## src/rtl/matrix_loader_if.sv

```systemverilog
// Byte-stream load interface between the HPS-side bus and the matrix loader.
// Carries control, element handshake and the two packed matrix vectors.
interface matrix_loader_if #(
    parameter int ELEM_W = 8,
    parameter int MAT_W  = 200
);
    logic              start;
    logic [1:0]        size;
    logic              in_valid;
    logic [ELEM_W-1:0] in_data;
    logic              in_ready;
    logic [MAT_W-1:0]  matrix1_out;
    logic [MAT_W-1:0]  matrix2_out;
    logic              busy;
    logic              done;

    modport master (
        output start, size, in_valid, in_data,
        input  in_ready, matrix1_out, matrix2_out, busy, done
    );

    modport slave (
        input  start, size, in_valid, in_data,
        output in_ready, matrix1_out, matrix2_out, busy, done
    );
endinterface

```

## src/rtl/matrix_loader.sv

```systemverilog
// Packs n*n streamed bytes MSB-first into matrix A, then n*n into matrix B,
// and pulses done once both are complete.
//
// state   | meaning
// IDLE    | waiting for start; outputs hold the last result
// LOAD_A  | accepting elements of matrix A
// LOAD_B  | accepting elements of matrix B
// DONE    | one-cycle done pulse, then back to IDLE
module matrix_loader #(
    parameter int ELEM_W  = 8,
    parameter int MAX_DIM = 5,
    parameter int MAT_W   = MAX_DIM * MAX_DIM * ELEM_W
) (
    input  logic            clk,
    input  logic            reset,
    matrix_loader_if.slave  bus
);
    localparam int SLOTS = MAX_DIM * MAX_DIM;

    localparam logic [1:0] ST_IDLE   = 2'd0;
    localparam logic [1:0] ST_LOAD_A = 2'd1;
    localparam logic [1:0] ST_LOAD_B = 2'd2;
    localparam logic [1:0] ST_DONE   = 2'd3;

    logic [1:0]       state;
    logic [4:0]       cnt;
    logic [1:0]       size_q;
    logic [4:0]       cnt_last;
    logic [MAT_W-1:0] m1_q;
    logic [MAT_W-1:0] m2_q;
    logic             loading;
    logic             xfer;

    // Slot k occupies the k-th byte from the top; unwritten slots stay zero.
    function automatic logic [MAT_W-1:0] put_slot(
        input logic [MAT_W-1:0]  v,
        input logic [4:0]        idx,
        input logic [ELEM_W-1:0] d
    );
        logic [MAT_W-1:0] r;
        r = v;
        for (int k = 0; k < SLOTS; k++) begin
            if (idx == 5'(k)) begin
                r[MAT_W-1-k*ELEM_W -: ELEM_W] = d;
            end
        end
        return r;
    endfunction

    always_comb begin
        cnt_last = 5'd24;
        case (size_q)
            2'd0:    cnt_last = 5'd3;
            2'd1:    cnt_last = 5'd8;
            2'd2:    cnt_last = 5'd15;
            default: cnt_last = 5'd24;
        endcase
    end

    assign loading = (state == ST_LOAD_A) || (state == ST_LOAD_B);
    assign xfer    = loading && bus.in_valid;

    always_ff @(posedge clk) begin
        if (reset) begin
            state  <= ST_IDLE;
            cnt    <= 5'd0;
            size_q <= 2'd0;
            m1_q   <= '0;
            m2_q   <= '0;
        end else begin
            case (state)
                ST_IDLE: begin
                    if (bus.start) begin
                        size_q <= bus.size;
                        m1_q   <= '0;
                        m2_q   <= '0;
                        cnt    <= 5'd0;
                        state  <= ST_LOAD_A;
                    end
                end
                ST_LOAD_A: begin
                    if (xfer) begin
                        m1_q <= put_slot(m1_q, cnt, bus.in_data);
                        if (cnt == cnt_last) begin
                            cnt   <= 5'd0;
                            state <= ST_LOAD_B;
                        end else begin
                            cnt <= cnt + 5'd1;
                        end
                    end
                end
                ST_LOAD_B: begin
                    if (xfer) begin
                        m2_q <= put_slot(m2_q, cnt, bus.in_data);
                        if (cnt == cnt_last) begin
                            cnt   <= 5'd0;
                            state <= ST_DONE;
                        end else begin
                            cnt <= cnt + 5'd1;
                        end
                    end
                end
                default: begin
                    state <= ST_IDLE;
                end
            endcase
        end
    end

    assign bus.in_ready    = loading;
    assign bus.busy        = loading;
    assign bus.done        = (state == ST_DONE);
    assign bus.matrix1_out = m1_q;
    assign bus.matrix2_out = m2_q;
endmodule

```

## src/flat_wrapper.sv

```systemverilog
// flat-port wrapper written by rule: the top's interface ports become plain ports
module matrix_loader_flat 
#(
    parameter int ELEM_W  = 8,
    parameter int MAX_DIM = 5,
    parameter int MAT_W   = MAX_DIM * MAX_DIM * ELEM_W
)
  (clk, reset, bus_start, bus_size, bus_in_valid, bus_in_data, bus_in_ready, bus_matrix1_out, bus_matrix2_out, bus_busy, bus_done);
  matrix_loader_if #(.ELEM_W(ELEM_W), .MAT_W(MAT_W)) bus_i ();
  input  logic clk;
  input  logic reset;
  input wire logic [$bits(bus_i.start)-1:0] bus_start;
  input wire logic [$bits(bus_i.size)-1:0] bus_size;
  input wire logic [$bits(bus_i.in_valid)-1:0] bus_in_valid;
  input wire logic [$bits(bus_i.in_data)-1:0] bus_in_data;
  output wire logic [$bits(bus_i.in_ready)-1:0] bus_in_ready;
  output wire logic [$bits(bus_i.matrix1_out)-1:0] bus_matrix1_out;
  output wire logic [$bits(bus_i.matrix2_out)-1:0] bus_matrix2_out;
  output wire logic [$bits(bus_i.busy)-1:0] bus_busy;
  output wire logic [$bits(bus_i.done)-1:0] bus_done;
  assign bus_i.start = bus_start;
  assign bus_i.size = bus_size;
  assign bus_i.in_valid = bus_in_valid;
  assign bus_i.in_data = bus_in_data;
  assign bus_in_ready = bus_i.in_ready;
  assign bus_matrix1_out = bus_i.matrix1_out;
  assign bus_matrix2_out = bus_i.matrix2_out;
  assign bus_busy = bus_i.busy;
  assign bus_done = bus_i.done;
  matrix_loader #(.ELEM_W(ELEM_W), .MAX_DIM(MAX_DIM), .MAT_W(MAT_W)) u_core (.clk(clk), .reset(reset), .bus(bus_i));
endmodule
```

## config.mk

```make
export PLATFORM = sky130hd
export DESIGN_NAME = matrix_loader_flat
export DESIGN_NICKNAME = d
export VERILOG_FILES = /design/src/rtl/matrix_loader_if.sv /design/src/rtl/matrix_loader.sv /design/src/flat_wrapper.sv
export SDC_FILE = /design/constraint.sdc
export NUM_CORES = 1
export LEC_CHECK = 0
export CORE_AREA = 2 2 225 227
export DETAILED_ROUTE_END_ITERATION = 8
export DIE_AREA = 0 0 227 229
export GPL_ROUTABILITY_DRIVEN = 0
export PLACE_DENSITY = 0.66
export SYNTH_ARGS = -nofsm -noshare
export SYNTH_HDL_FRONTEND = slang
export SYNTH_SLANG_ARGS = --single-unit
```

## constraint.sdc

```tcl
create_clock -name clk -period 2.84 [get_ports clk]
set_input_delay 0.426 -clock clk [delete_from_list [all_inputs] [get_ports clk]]
set_output_delay 0.426 -clock clk [all_outputs]
set_load 0.01 [all_outputs]
```

Yosys cells after proc, flatten, opt, wreduce, memory -nomap -nowiden
Index checks and enable logic that the tools add are counted.
{"block": "totals", "ff_bits": 409, "inputBits": 14, "elab_cells": 242}
{"block": "classes", "muxes": 40, "n_addsub": 1, "n_reduce_logical": 62, "eq_ne": 86}
{"cell": "$pmux W200 S2", "count": 2}
{"cell": "$mux W200", "count": 2}
{"cell": "$mux W8", "count": 25}
{"cell": "$reduce_and A4 Y1", "count": 50}
{"cell": "$ne A2 B2 Y1 const B", "count": 53}
{"cell": "$eq A5 B5 Y1 const B", "count": 9}
{"cell": "$eq A5 B4 Y1 const B", "count": 8}
{"cell": "$eq A5 B3 Y1 const B", "count": 4}
{"cell": "$mux W5", "count": 3}
{"cell": "$pmux W5 S3", "count": 1}
{"cell": "$eq A5 B2 Y1 const B", "count": 2}
{"cell": "$mux W2", "count": 5}
{"cell": "$pmux W5 S2", "count": 1}
{"cell": "$eq A2 B2 Y1 const B", "count": 3}
{"cell": "$ne A2 B1 Y1 const B", "count": 3}
{"cell": "$pmux W2 S3", "count": 1}
{"cell": "$reduce_bool A2 Y1", "count": 3}
{"cell": "$add A5 B1 Y5 const B", "count": 1}
{"cell": "$eq A5 B1 Y1 const B", "count": 1}
{"cell": "$eq A5 B5 Y1", "count": 1}
{"cell": "$logic_not A5 Y1", "count": 1}
{"cell": "$reduce_and A5 Y1", "count": 1}
{"cell": "$eq A2 B1 Y1 const B", "count": 2}
{"cell": "$logic_not A2 Y1", "count": 2}
{"cell": "other kinds (5)", "count": 5}

Longest topological paths before layout
{"block": "depth", "word_depth": 6, "mapped_depth": 10}

Worst setup path before layout
No wires, ideal clock.
{"block": "synth_path", "kind": "register to register", "startpoint": "register u_core.state[0]", "endpoint": "register u_core.m1_q[15] (netlist: u_core.bus.matrix1_out[15])", "synth_period_minus_slack_ns": 2.015, "t_arrival_ns": 1.888, "setup_time_ns": 0.128, "slack_ns": 0.825, "path_buffers": 2, "path_stages_with_launch": 10, "path_cell_list": "dfxtp_1 > inv_1 > ha_1 > nand2_1 > a21o_1 > buf_6 > buf_12 > a21oi_4 > mux2i_1 > nor2_1"}
{"block": "synth_between", "elab_chain_len": 5, "word_cells_on_any_way": 11, "cone_classes": "eq/ne (5); mux (1); reduce/logical (5)"}
{"element": "from (decl)", "line": "matrix_loader.sv:25", "text": "logic [1:0] state;"}
{"element": "from (signal assigned)", "line": "matrix_loader.sv:65", "text": "state <= ST_IDLE;"}
{"element": "from (signal assigned)", "line": "matrix_loader.sv:78", "text": "state <= ST_LOAD_A;"}
{"element": "from (signal assigned)", "line": "matrix_loader.sv:86", "text": "state <= ST_LOAD_B;"}
{"element": "$eq A2 B1 Y1 / $eq A2 B2 Y1 (equally long branches)", "line": "matrix_loader.sv:60", "text": "assign loading = (state == ST_LOAD_A) || (state == ST_LOAD_B);"}
{"element": "$logic_or A1 B1 Y1 (*)", "line": "matrix_loader.sv:60"}
{"element": "named net bus_busy", "line": "flat_wrapper.sv:19", "text": "output wire logic [$bits(bus_i.busy)-1:0] bus_busy;"}
{"element": "$logic_and A1 B1 Y1 (*)", "line": "matrix_loader.sv:61", "text": "assign xfer = loading && bus.in_valid;"}
{"element": "$ne A2 B1 Y1 (no line) (*)"}
{"element": "$reduce_and A4 Y1 (no line) (*)"}
{"element": "to (signal assigned)", "line": "matrix_loader.sv:83", "text": "m1_q <= put_slot(m1_q, cnt, bus.in_data);"}
{"element": "to (decl)", "line": "matrix_loader.sv:29", "text": "logic [MAT_W-1:0] m1_q;"}
Mark *: on every way through the listed nets, which the timed path passes. The rest lies on a longest branch.
A chain may end at the register's enable or synchronous reset.

Worst setup path in the final report
{"block": "layout_path", "startpoint": "register u_core.state[0]", "endpoint": "output bus_busy"}
{"block": "layout_between", "elab_chain_len": 2, "word_cells_on_any_way": 3, "cone_classes": "eq/ne (2); reduce/logical (1)"}
{"element": "$eq A2 B1 Y1 / $eq A2 B2 Y1 (equally long branches)", "line": "matrix_loader.sv:60"}
{"element": "$logic_or A1 B1 Y1 (*)", "line": "matrix_loader.sv:60"}
{"element": "to (decl)", "line": "flat_wrapper.sv:19"}
Mark *: on every way between the ends. The rest lies on a longest branch, timed or not.

==> impl_results.md <==
- Min-Delay Endpoint: u_core.bus.matrix2_out[98]
- Period minus WS final: 2.54 ns
- CTS tree: done
- # hold bufs at CTS: 0
- Ys flop type: dfxtp_1
- Crit share post-route: 0.893
- CP arrival: 2.11 ns
- Hold_ws: 0.244 ns
- Post-synthesis adder-cell area fraction: 0.00714
- Synth Area in Compound Gates: 0.0572
- Static leakage: 0.00860 uW
- ANT nets after route: 0
- Clk pin slew, worst setup/hold paths: 0.06 ns
- Cells along the critical path: inv_1 > ha_1 > buf_4 > clkdlybuf4s50_1
- Mux contribution to synthesized area: 0.256
- Post_cts resized: 0
- Worst skew pair latency: 0.58 ns
- Dpl hpwl: 37900 microns
- FMAX: 0.394 GHz
- Critical Path Start Type: register
- Met2 Usage GRT: 0.333
- Peak VDD IR: 524 uV
- Hold Vio Cnt, Final: 0
- Worst Path Class, Setup: register to output pin
- Inserted Clock Buffers: 46
- Core Rows: 82
- RSZ-0062 raised after global routing: no
- Syn avg cell area: 10.6 sq um
- Worst-margin pin slew: 0.610 ns
- HP Start: reset
- Main combinational cell family by area after synthesis: multiplexers
- Maxcap violations: 0
- Initial Util: 0.318
- Max stage delay on crit path: 0.57 ns
- Hold Path Depth: 2
- Share of layout cells above drive strength 1: 0.0984
- Clk buf depth: 3
- Grt ovf: 0
- Mapped cell area: 15800 sq um
- FFs w/ async S/R, synth: 0
- CP max FO: 7
- Htree depth: 2
- Initial antenna violation count: 2
- CP top delay family: buffers and inverters
- Chip Height: 229 microns
- Buffers on Ports: 416
- Core footprint: 49700 sq um
- Final Net Count: 1914
- Clock sink count: 409
- Reg2Reg Depth: 9
- Vias per inst: 4.63
- First-pass GRT wire length: 79500 microns
- Met3 GRT Util: 0.0622
- Clock skew: 0.0204 ns
- FF-to-FF Start: u_core.state[0]
- Max stage delay cell, worst path: clkdlybuf4s50_1
- Layout area overhead: 40.8%
- Net Count, Synth: 1516
- Req. time, crit path: 2.41 ns
- CP endpoint kind: output pin
- Drt drc: 0
- Slew Viols, Final: 0
- Initial DRC count: 766
- Die Wd: 227 microns
- Number of global-route vias before repair: 11.9k
- Slew HR: 0.593
- # IOs: 417
- Vias: 12.0k
- Final design utilization: 0.447
- Global-route met1 utilization: 0.260
- Post-synthesis xor/xnor area fraction: 0.000555
- R2r endpoint: u_core.bus.matrix1_out[40]
- Total GRT Usage: 0.206
- Pin count of the biggest net entering global routing: 79
- Simple-gate share of the synthesized area: 0.123
- Endpoints failing setup: 0
- Die Area: 52000 sq um
- Syn Inst Count: 1493
- #FFs+latches synth: 409
- Setup TNS: 0 ns
- Hold Path Class: primary input to register
- CP Buf/Inv Count: 3
- Post-synth EDFFs: 0
- R2R Setup Slk: 0.38 ns
- Wirelength per Cell: 21.1 microns
- Yosys cell types: 39
- Global routing's busiest layer: met2
- Post-CTS Setup Repair Bufs: 0
- Post-placement setup slack: 0.272 ns
- Final WL: 54900 microns
- Pre-Repair DR Iteration Count: 6
- Power Dens Cells: 961 nW/um^2
- Seq/Total Area, Yosys: 0.519
- Yosys warns: 0
- CTS root buf: clkbuf_16
- Outcome: complete, no violations
- Final worst slack: 0.303 ns
Yosys cell counts, types with 3 or more instances:
cell      instances  share of area
a21oi_2           7         0.0039
nand2b_1          9         0.0036
inv_1             7         0.0017
mux2i_1         403           0.26
nand2_1          19         0.0045
clkbuf_1         51          0.012
dfxtp_1         409           0.52
o21ai_0           3        0.00095
ha_1              9         0.0071
nor2_1          407          0.097
and2_1           16         0.0063
buf_2            22         0.0070
buf_6             7         0.0050
nor2b_1           6         0.0024
nand3_1          17         0.0054
buf_4             5         0.0024
buf_1            27         0.0064
a21oi_4          43          0.044
power breakdown:
group          internal (uW)  switching (uW)
clock                   3280            2420
combinational           3860            5140
sequential              6310             334
total                  13500            7890
stage by stage:
stage                     cells  cell area [sq um]  power (uW)
after floorplan            1493              15800       12500
after global placement     2515              20800       15800
after detailed placement   2515              20800       15900
after CTS                  2593              22200       21700
after global routing       2594              22200       22300
final                      2595              22200       21300
registers in the layout, summed over array words and instances (netlist names):
| signal | count |
|---|---|
| u_core.size_q | 2 |
| u_core.bus.matrix1_out | 200 |
| u_core.cnt | 5 |
| u_core.state | 2 |
| u_core.bus.matrix2_out | 200 |
worst max-delay path by stage:
stage                          startpoint                           to  slack, ns  cells past startpoint
after floorplan           u_core.state[0]   u_core.bus.matrix1_out[15]       0.82                      9
after global placement          bus_start  u_core.bus.matrix1_out[107]       0.33                      7
after detailed placement        bus_start    u_core.bus.matrix1_out[5]       0.27                      7
after CTS                 u_core.state[0]                     bus_busy       0.26                      4
after global routing      u_core.state[1]                     bus_busy       0.21                      4
final                     u_core.state[0]                     bus_busy       0.30                      4
per-layer routing:
metal,vias to the layer above,share of wire
met5,-,0
met1,5766,0.43
li1,5763,-
met3,82,0.077
met2,400,0.46
met4,0,0.028
final cells by class:
cell class / instances / area [sq um]
diodes: 2 / 5.00
clock buffers: 59 / 1280
clock inverters: 19 / 156
fillers: 4757 / 27500
inverters: 7 / 26.3
multi-input cells: 963 / 7030
flip-flops and latches: 409 / 8190
well taps: 672 / 841
repair buffers: 464 / 4680
layout by cell type, fill, tap and decap left out, drive strengths merged, types with 11 or more instances in the layout:
| master | count |
|---|---|
| buf | 49 |
| mux2i | 403 |
| clkdlybuf4s50 | 415 |
| inv | 11 |
| nor2 | 408 |
| nand2 | 19 |
| clkbuf | 59 |
| nand3 | 17 |
| a21oi | 52 |
| and2 | 16 |
| dfxtp | 409 |
cells by family (layout without fill, tap and decap cells):
logic type / count (synthesis) / count (layout)
other: 0 / 2
and+or+nand+nor: 482 / 482
buffers and inverters: 121 / 549
adders and majority gates: 9 / 9
xor gates and xnor gates: 1 / 1
DFF: 409 / 409
muxes: 403 / 403
AOI/OAI and AO/OA: 68 / 68
worst reg2reg max path: stages (launching register included):
cell     delay (ns)
dfxtp_1        0.34
inv_1          0.13
ha_1           0.40
mux2i_1        0.33
a21o_2         0.27
buf_4          0.38
a21oi_2        0.05
buf_4          0.21
mux2i_1        0.18
nor2_1         0.06
Power figures use the tool's default switching activity.
